**src/rtl/mig_req_queue_if.sv**
```systemverilog
// Request/write-data bus between the AXI-side front end, the queue and the MIG consumer.
// The master modport drives the push side and pop strobes; the slave modport is the queue itself.
interface mig_req_queue_if #(
  parameter int DEPTH_LOG2 = 3
);
  logic                  req_wen;
  logic [31:0]           req_waddr;
  logic                  req_wrd_bwt;
  logic [127:0]          req_wdata;
  logic                  req_wfull;
  logic [DEPTH_LOG2:0]   req_count;
  logic                  req_rnext;
  logic                  req_rqempty;
  logic [31:0]           req_qraddr;
  logic                  req_rd_bwt;
  logic                  wdq_rnext;
  logic                  wdq_rqempty;
  logic [127:0]          wdq_rdata;
  logic                  q_err;

  modport master (
    output req_wen, req_waddr, req_wrd_bwt, req_wdata, req_rnext, wdq_rnext,
    input  req_wfull, req_count, req_rqempty, req_qraddr, req_rd_bwt,
           wdq_rqempty, wdq_rdata, q_err
  );

  modport slave (
    input  req_wen, req_waddr, req_wrd_bwt, req_wdata, req_rnext, wdq_rnext,
    output req_wfull, req_count, req_rqempty, req_qraddr, req_rd_bwt,
           wdq_rqempty, wdq_rdata, q_err
  );
endinterface

```
**src/rtl/mig_req_queue.sv**
```systemverilog
// Show-ahead request queue and write-data queue feeding the MIG interface stage.
// Define MIG_REQ_QUEUE_ERRCHK_EN to build the sticky q_err protocol-error register.
module mig_req_queue #(
  parameter int DEPTH_LOG2 = 3
) (
  input  logic            mclk,
  input  logic            mrst_n,
  mig_req_queue_if.slave  q
);
  localparam int DEPTH = 1 << DEPTH_LOG2;
  localparam int PW    = DEPTH_LOG2 + 1;

  logic [32:0]  rq_mem_q [DEPTH];
  logic [32:0]  rq_mem_d [DEPTH];
  logic [127:0] wq_mem_q [DEPTH];
  logic [127:0] wq_mem_d [DEPTH];

  logic [PW-1:0] rq_wp_q, rq_wp_d, rq_rp_q, rq_rp_d;
  logic [PW-1:0] wq_wp_q, wq_wp_d, wq_rp_q, wq_rp_d;

  logic rq_empty, rq_full, wq_empty, wq_full;
  logic wfull, acc, rq_pop, wq_pop;

  always_comb begin
    rq_empty = (rq_wp_q == rq_rp_q);
    wq_empty = (wq_wp_q == wq_rp_q);
    rq_full  = (rq_wp_q[PW-2:0] == rq_rp_q[PW-2:0]) && (rq_wp_q[PW-1] != rq_rp_q[PW-1]);
    wq_full  = (wq_wp_q[PW-2:0] == wq_rp_q[PW-2:0]) && (wq_wp_q[PW-1] != wq_rp_q[PW-1]);
    // A read needs no data slot, so only writes are blocked by a full data queue.
    wfull    = rq_full | (~q.req_wrd_bwt & wq_full);
    acc      = q.req_wen & ~wfull;
    rq_pop   = q.req_rnext & ~rq_empty;
    wq_pop   = q.wdq_rnext & ~wq_empty;
  end

  always_comb begin
    rq_mem_d = rq_mem_q;
    wq_mem_d = wq_mem_q;
    rq_wp_d  = rq_wp_q;
    rq_rp_d  = rq_rp_q;
    wq_wp_d  = wq_wp_q;
    wq_rp_d  = wq_rp_q;
    if (acc) begin
      rq_mem_d[rq_wp_q[PW-2:0]] = {q.req_wrd_bwt, q.req_waddr};
      rq_wp_d = rq_wp_q + 1'b1;
      if (!q.req_wrd_bwt) begin
        wq_mem_d[wq_wp_q[PW-2:0]] = q.req_wdata;
        wq_wp_d = wq_wp_q + 1'b1;
      end
    end
    if (rq_pop) rq_rp_d = rq_rp_q + 1'b1;
    if (wq_pop) wq_rp_d = wq_rp_q + 1'b1;
  end

  always_ff @(posedge mclk or negedge mrst_n) begin
    if (!mrst_n) begin
      rq_mem_q <= '{default: '0};
      wq_mem_q <= '{default: '0};
      rq_wp_q  <= '0;
      rq_rp_q  <= '0;
      wq_wp_q  <= '0;
      wq_rp_q  <= '0;
    end else begin
      rq_mem_q <= rq_mem_d;
      wq_mem_q <= wq_mem_d;
      rq_wp_q  <= rq_wp_d;
      rq_rp_q  <= rq_rp_d;
      wq_wp_q  <= wq_wp_d;
      wq_rp_q  <= wq_rp_d;
    end
  end

  assign q.req_wfull   = wfull;
  assign q.req_count   = rq_wp_q - rq_rp_q;
  assign q.req_rqempty = rq_empty;
  assign q.wdq_rqempty = wq_empty;
  assign q.req_qraddr  = rq_mem_q[rq_rp_q[PW-2:0]][31:0];
  assign q.req_rd_bwt  = rq_mem_q[rq_rp_q[PW-2:0]][32];
  assign q.wdq_rdata   = wq_mem_q[wq_rp_q[PW-2:0]];

`ifdef MIG_REQ_QUEUE_ERRCHK_EN
  logic err_q, err_d;

  always_comb begin
    err_d = err_q | (q.req_wen & wfull) | (q.req_rnext & rq_empty) | (q.wdq_rnext & wq_empty);
  end

  always_ff @(posedge mclk or negedge mrst_n) begin
    if (!mrst_n) err_q <= 1'b0;
    else         err_q <= err_d;
  end

  assign q.q_err = err_q;
`else
  assign q.q_err = 1'b0;
`endif
endmodule

```
**src/flat_wrapper.sv**
```systemverilog
// flat-port wrapper written by rule: the top's interface ports become plain ports
module mig_req_queue_flat 
#(
  parameter int DEPTH_LOG2 = 3
)
  (mclk, mrst_n, q_req_wen, q_req_waddr, q_req_wrd_bwt, q_req_wdata, q_req_rnext, q_wdq_rnext, q_req_wfull, q_req_count, q_req_rqempty, q_req_qraddr, q_req_rd_bwt, q_wdq_rqempty, q_wdq_rdata, q_q_err);
  mig_req_queue_if #(.DEPTH_LOG2(DEPTH_LOG2)) q_i ();
  input  logic mclk;
  input  logic mrst_n;
  input wire logic [$bits(q_i.req_wen)-1:0] q_req_wen;
  input wire logic [$bits(q_i.req_waddr)-1:0] q_req_waddr;
  input wire logic [$bits(q_i.req_wrd_bwt)-1:0] q_req_wrd_bwt;
  input wire logic [$bits(q_i.req_wdata)-1:0] q_req_wdata;
  input wire logic [$bits(q_i.req_rnext)-1:0] q_req_rnext;
  input wire logic [$bits(q_i.wdq_rnext)-1:0] q_wdq_rnext;
  output wire logic [$bits(q_i.req_wfull)-1:0] q_req_wfull;
  output wire logic [$bits(q_i.req_count)-1:0] q_req_count;
  output wire logic [$bits(q_i.req_rqempty)-1:0] q_req_rqempty;
  output wire logic [$bits(q_i.req_qraddr)-1:0] q_req_qraddr;
  output wire logic [$bits(q_i.req_rd_bwt)-1:0] q_req_rd_bwt;
  output wire logic [$bits(q_i.wdq_rqempty)-1:0] q_wdq_rqempty;
  output wire logic [$bits(q_i.wdq_rdata)-1:0] q_wdq_rdata;
  output wire logic [$bits(q_i.q_err)-1:0] q_q_err;
  assign q_i.req_wen = q_req_wen;
  assign q_i.req_waddr = q_req_waddr;
  assign q_i.req_wrd_bwt = q_req_wrd_bwt;
  assign q_i.req_wdata = q_req_wdata;
  assign q_i.req_rnext = q_req_rnext;
  assign q_i.wdq_rnext = q_wdq_rnext;
  assign q_req_wfull = q_i.req_wfull;
  assign q_req_count = q_i.req_count;
  assign q_req_rqempty = q_i.req_rqempty;
  assign q_req_qraddr = q_i.req_qraddr;
  assign q_req_rd_bwt = q_i.req_rd_bwt;
  assign q_wdq_rqempty = q_i.wdq_rqempty;
  assign q_wdq_rdata = q_i.wdq_rdata;
  assign q_q_err = q_i.q_err;
  mig_req_queue #(.DEPTH_LOG2(DEPTH_LOG2)) u_core (.mclk(mclk), .mrst_n(mrst_n), .q(q_i));
endmodule
```
**config.mk**
```make
export PLATFORM = sky130hd
export DESIGN_NAME = mig_req_queue_flat
export DESIGN_NICKNAME = d
export VERILOG_FILES = /design/src/rtl/mig_req_queue_if.sv /design/src/rtl/mig_req_queue.sv /design/src/flat_wrapper.sv
export SDC_FILE = /design/constraint.sdc
export NUM_CORES = 2
export LEC_CHECK = 0
export ABC_AREA = 1
export ABC_CLOCK_PERIOD_IN_PS = 2800
export BUFFER_PORTS_ARGS = -buffer_cell sky130_fd_sc_hd__buf_4
export CAP_MARGIN = 20
export CORE_MARGIN = 1
export CORE_UTILIZATION = 55
export CTS_BUF_LIST = sky130_fd_sc_hd__clkbuf_4 sky130_fd_sc_hd__clkbuf_8
export DETAILED_ROUTE_END_ITERATION = 10
export PLACE_DENSITY_LB_ADDON = 0.1
export SYNTH_ARGS = -nofsm -noshare
export SYNTH_HDL_FRONTEND = slang
export SYNTH_SLANG_ARGS = --single-unit
export TNS_END_PERCENT = 100
```
**constraint.sdc**
```tcl
create_clock -name mclk -period 2.8 [get_ports mclk]
set_input_delay 0.42 -clock mclk [delete_from_list [all_inputs] [get_ports mclk]]
set_output_delay 0.42 -clock mclk [all_outputs]
set_load 0.01 [all_outputs]
```
# Yosys cells after proc, flatten, opt, wreduce, memory -nomap -nowiden

Cells that the tools add are included.

Flip-flop bits (word level): 1304
Input port bits: 166

Equality and inequality tests: 6
Mux-type cells: 12
Bitwise gates (word level): 13
Reductions and logical operators: 5
Add/sub/neg operators: 5
Order comparisons: 6

Operators with widths:

| cell                                                                 | number |
|---|---|
| 1024-bit bitwise mux                                                 | 1 |
| 128-bit binary-select mux with 3-bit select                          | 1 |
| 128-bit demux with 3-bit select                                      | 1 |
| 128-bit 2-to-1 mux                                                   | 3 |
| 264-bit bitwise mux                                                  | 1 |
| 33-bit binary-select mux with 3-bit select                           | 1 |
| 33-bit demux with 3-bit select                                       | 1 |
| 33-bit 2-to-1 mux                                                    | 3 |
| 4-bit by 1-bit adder with 4-bit output, second input constant        | 4 |
| 4-bit >= comparator, second input constant                           | 4 |
| 3-bit inverter with 4-bit output                                     | 4 |
| 4-bit == test                                                        | 2 |
| 4-bit by 1-bit < comparator with 1-bit output, second input constant | 2 |
| 3-bit == test                                                        | 2 |
| 1-bit AND                                                            | 4 |
| 1-bit logical AND                                                    | 4 |
| 1-bit inverter                                                       | 4 |
| 4-bit subtractor                                                     | 1 |
| 1-bit inequality test                                                | 2 |
| 2-bit AND reduction                                                  | 1 |
| 1-bit OR                                                             | 1 |

# Depth between registers and ports, before layout

Depth after elaboration: 7
Depth in mapped cells: 14
Gate-level depth less buffers: 10

# Worst setup path after synthesis

OpenSTA, ideal clock, no wires.

Path type: reg2reg
Start point: register u_core.rq_rp_q[1]
End point: register u_core.wq_mem_q[0] in the netlist's numbering
Stages on the path, launching flop included: 15
Library setup time: 121 ps
Data arrival time: 2218 ps
Clock period less this slack: 2340 ps
Buffers on the path: 6
Required time: 2679 ps
Slack: 460 ps
Cell sequence: dfrtp_1 -> clkbuf_1 -> inv_2 -> clkbuf_1 -> ha_1 -> inv_1 -> nor3_2 -> nand2_1 -> nand4_1 -> buf_4 -> buf_6 -> buf_6 -> buf_6 -> o21bai_1 -> nand2_1

Cells in the longest elaborated chain, start to end: 6

Ends and longest elaborated chain:

| element                       | line                | text |
|---|---|---|
| from (decl)                   | mig_req_queue.sv:18 | `logic [PW-1:0] rq_wp_q, rq_wp_d, rq_rp_q, rq_rp_d;` |
| from (signal assigned)        | mig_req_queue.sv:67 | `rq_rp_q <= rq_rp_d;` |
| 3-bit == test                 | mig_req_queue.sv:27 | `rq_full = (rq_wp_q[PW-2:0] == rq_rp_q[PW-2:0]) && (rq_wp_q[PW-1] != rq_rp_q[PW-1]);` |
| 1-bit logical AND             | mig_req_queue.sv:27 |  |
| 1-bit OR                      | mig_req_queue.sv:30 | `wfull = rq_full \| (~q.req_wrd_bwt & wq_full);` |
| 1-bit inverter                | mig_req_queue.sv:31 | `acc = q.req_wen & ~wfull;` |
| 1-bit AND                     | mig_req_queue.sv:31 |  |
| 2-bit AND reduction (no line) | -                   |  |
| to (signal assigned)          | mig_req_queue.sv:65 | `wq_mem_q <= wq_mem_d;` |
| to (decl)                     | mig_req_queue.sv:15 | `logic [127:0] wq_mem_q [DEPTH];` |

Every way passes these cells.
A chain may end at the register's enable or synchronous reset.

# Worst setup path after layout

Start point: register u_core.wq_rp_q[0]
End point: output q_wdq_rdata[23]

Cells in the longest elaborated chain, start to end: 4

Ends and longest elaborated chain:

| element                                                | line                | text |
|---|---|---|
| from (decl)                                            | mig_req_queue.sv:19 | `logic [PW-1:0] wq_wp_q, wq_wp_d, wq_rp_q, wq_rp_d;` |
| from (signal assigned)                                 | mig_req_queue.sv:69 | `wq_rp_q <= wq_rp_d;` |
| 3-bit inverter with 4-bit output (implied by the code) | mig_req_queue.sv:79 | `assign q.wdq_rdata = wq_mem_q[wq_rp_q[PW-2:0]];` |
| 128-bit binary-select mux with 3-bit select            | mig_req_queue.sv:79 |  |
| 128-bit 2-to-1 mux (implied by the code) (2 in a row)  | mig_req_queue.sv:79 |  |
| to (decl)                                              | flat_wrapper.sv:22  | `output wire logic [$bits(q_i.wdq_rdata)-1:0] q_wdq_rdata;` |

Every way passes these cells. The select of a mux whose other input is x is not followed.

==> flow_metrics.env <==
export IMPL_wire_per_inst_um=22.1
export IMPL_slowest_stage="dfrtp_4"
export IMPL_track_usage_pct=36.8
export IMPL_worst_pin_slew_ns=1.17
export IMPL_dieArea_um2=130000
export IMPL_muxShareOfSynthArea_pct=0.0160
export IMPL_crit_top_cell="buf_16"
export IMPL_routed_wl_um=244000
export IMPL_row_count=131
export IMPL_drtAntennaViolNets=0
export IMPL_first_pass_iters=6
export IMPL_drive_above_1_share_pct=14.8
export IMPL_grt_max_degree=130
export IMPL_io_pins=335
export IMPL_path_class="register to output pin"
export IMPL_powerDensity_nw_per_um2=1320
export IMPL_ys_types=33
export IMPL_gp_congestion=0.824
export IMPL_finalMaxSlewViolations=0
export IMPL_final_core_util_pct=66.4
export IMPL_setup_violations=1082
export IMPL_vias=65400
export IMPL_syn_num_nets=9213
export IMPL_final_cell_mix="nand2_1 (1640), dfrtp_1 (1300), inv_1 (1169), nand3_1 (1034), o21bai_1 (1024)"
export IMPL_synth_xor_area_share_pct=0.186
export IMPL_max_freq_ghz=0.302
export IMPL_cts_tree="yes"
export IMPL_finalNetCount=9405
export IMPL_ys_warn_count=0
export IMPL_wl_met2_um=112000
export IMPL_period_share_pct=118
export IMPL_synthSimpleGateAreaFrac_pct=17.2
export IMPL_maxSlewHeadroom_pct=22.2
export IMPL_worstSkewPairLatency_ns=1.00
export IMPL_finalWorstSetupSlack_ns=-0.512
export IMPL_dpl_hpwl_um=120000
export IMPL_synth_edf_count=0
export IMPL_maxCapViolations=0
export IMPL_synth_cells=9039
export IMPL_grt_pass1_vias=63300
export IMPL_path_max_fanout=6
export IMPL_period_minus_slack_ns=3.31
export IMPL_crit_chain="inv_8 -> buf_16 -> buf_16 -> buf_12 -> clkbuf_16 -> a21oi_1 -> o21ai_1 -> a31oi_2 -> buf_4"
export IMPL_drc=0
export IMPL_cp_slowest_stage_delay_ns=0.50
export IMPL_syn_to_final_growth_pct=19.9
export IMPL_start_kind="register"
export IMPL_worstSetupEndpointType="output pin"
export IMPL_violations="setup timing"
export IMPL_synth_compound_area_share_pct=23.2
export IMPL_synthAdderAreaFrac_pct=0.152
export IMPL_via_per_inst=5.91
export IMPL_cts_buffer_depth=3
export IMPL_fp_dieW_um=360
export IMPL_cts_sinks=1304
export IMPL_async_reset_ff_share_pct=100
export IMPL_clk_pin_slew_ns=0.06
export IMPL_numCtsBuffers=225
export IMPL_numPortBuffers=333
export IMPL_ir_worst_vdd_mv=1.09
export IMPL_die_h_um=360
export IMPL_htree_levels=4
export IMPL_fillers=10700
export IMPL_core_um2=127000
export IMPL_synthTopCellsByArea="dfrtp_1 (46%), o21bai_1 (11%), nand2_1 (8.8%), nand3_1 (7.3%), inv_1 (6.3%)"
export IMPL_drt_initial_drc_count=7928
export IMPL_yosys_area_top_type="dfrtp_1"
export IMPL_hold_class="primary input to async pin"
export IMPL_synth_top_family_by_area="compound AO/OA/AOI/OAI gates"
export IMPL_finalHoldViolations=0
export IMPL_routed_wl_met3_um=25100
export IMPL_syn_area_um2=70600
export IMPL_highest_layer="met5"
export IMPL_outcome="finished, violations left"
export IMPL_synth_seq_cells=1304
export IMPL_synth_top_cell_area_share_pct=46.2
export IMPL_p_leak_uw=0.0404
export IMPL_grt_pass1_wl_um=376000
export IMPL_cts_root_buffer="clkbuf_8"
export IMPL_required_ns=2.38
export IMPL_wl_met1_um=100000
export IMPL_critical_path_arrival_ns=2.89
export IMPL_rsz0062_at_grt="yes"
export IMPL_clock_skew_ns=0.0410
export IMPL_initial_core_util_pct=55.4
export IMPL_grt_ovfl_total=0
export IMPL_pre_cts_ws_ns=0.0408
export IMPL_syn_area_per_cell_um2=7.81
export IMPL_antenna_found_initial=9
export IMPL_ys_seq_area_share_pct=46.2
export IMPL_ys_flop_type="dfrtp_1"
export IMPL_final_common_cell="nand2_1"
per-layer routing:
metal  vias up  global-route usage [%]
met5         -                       0
met4        10                    12.1
met3       479                    7.55
met2      3613                    57.5
met1     31600                    51.0
li1      29700                       -
power breakdown:
part / internal [µW] / switching (µW)
clock network: 10100 / 8240
registers: 28200 / 3670
logic: 24300 / 37500
total: 62600 / 49400
synthesized netlist by cell type, types with 125 or more instances:
| master | number |
|---|---|
| a21oi_1 | 648 |
| a31oi_1 | 161 |
| buf_2 | 215 |
| buf_4 | 125 |
| clkbuf_1 | 417 |
| dfrtp_1 | 1304 |
| inv_1 | 1179 |
| nand2_1 | 1651 |
| nand3_1 | 1035 |
| nor2_1 | 172 |
| o21ai_0 | 862 |
| o21bai_1 | 1024 |
final cells by class:
type	count	area, µm²	share of cell area [%]
Sequential cell	1304	32600	38.6
Multi-Input combinational cell	5614	29800	35.2
Timing Repair Buffer	896	10800	12.8
Inverter	1189	4560	5.39
Clock buffer	378	4510	5.33
Tap cell	1662	2080	2.46
Clock inverter	23	188	0.222
Timing Repair inverter	1	16.3	0.0192
Antenna cell	6	15.0	0.0177
worst paths after layout:
path	startpoint	depth (start not counted)	slack (ns)	to
worst min register to register	u_core.rq_mem_q[22]	2	0.47	u_core.rq_mem_q[22]
max in group asynchronous	mrst_n	3	1.70	u_core.rq_mem_q[147]
worst min-delay path	mrst_n	2	0.08	u_core.wq_mem_q[810]
worst max-delay path	u_core.wq_rp_q[0]	9	-0.51	q_wdq_rdata[23]
worst max register to register	u_core.wq_rp_q[1]	11	-0.18	u_core.rq_mem_q[238]
min in group mclk	q_req_wen	4	0.10	u_core.rq_wp_q[0]
metrics by stage:
step	power, µW	instances	TNS, ns	hold WS (ns)	area, µm²
floorplan	63900	9039	0	0.124	70600
finish	112000	11100	-124.17	0.0806	84600
global placement	81300	10400	0	0.408	73900
CTS	109000	11000	-75.13	0.0183	83700
global route	119000	11100	-226.67	0.0754	84600
detailed placement	82500	10400	0	0.400	73900
registers in the layout (all words and copies together), names as in the netlist:
name and count:
u_core.rq_wp_q 4, u_core.wq_rp_q 4, u_core.rq_rp_q 4, u_core.wq_wp_q 4
u_core.rq_mem_q 264, u_core.wq_mem_q 1024
cells by family after synthesis:
family,Yosys count
simple gates,2876
other cells,1
xor+xnor,15
flops,1304
mux,1
fa+ha+maj,8
compound gates,2713
buf+inv,2121
worst max-delay path, delay by kind of cell, from the launching register on:
kind / cells / cell delay [ns]
DFF: 1 / 0.50
AOI/OAI and AO/OA: 3 / 0.52
buffers and inverters: 6 / 0.88
timing repair:
action,4_1_cts,5_1_grt
hold buffers,164,0
hold endpoints to repair,2231,0
gates resized for setup,348,163
buffers inserted,42,15
endpoints found under the setup margin,167,841
cloned,68,22
pin swaps,81,49
Power figures use the tool's default switching activity.
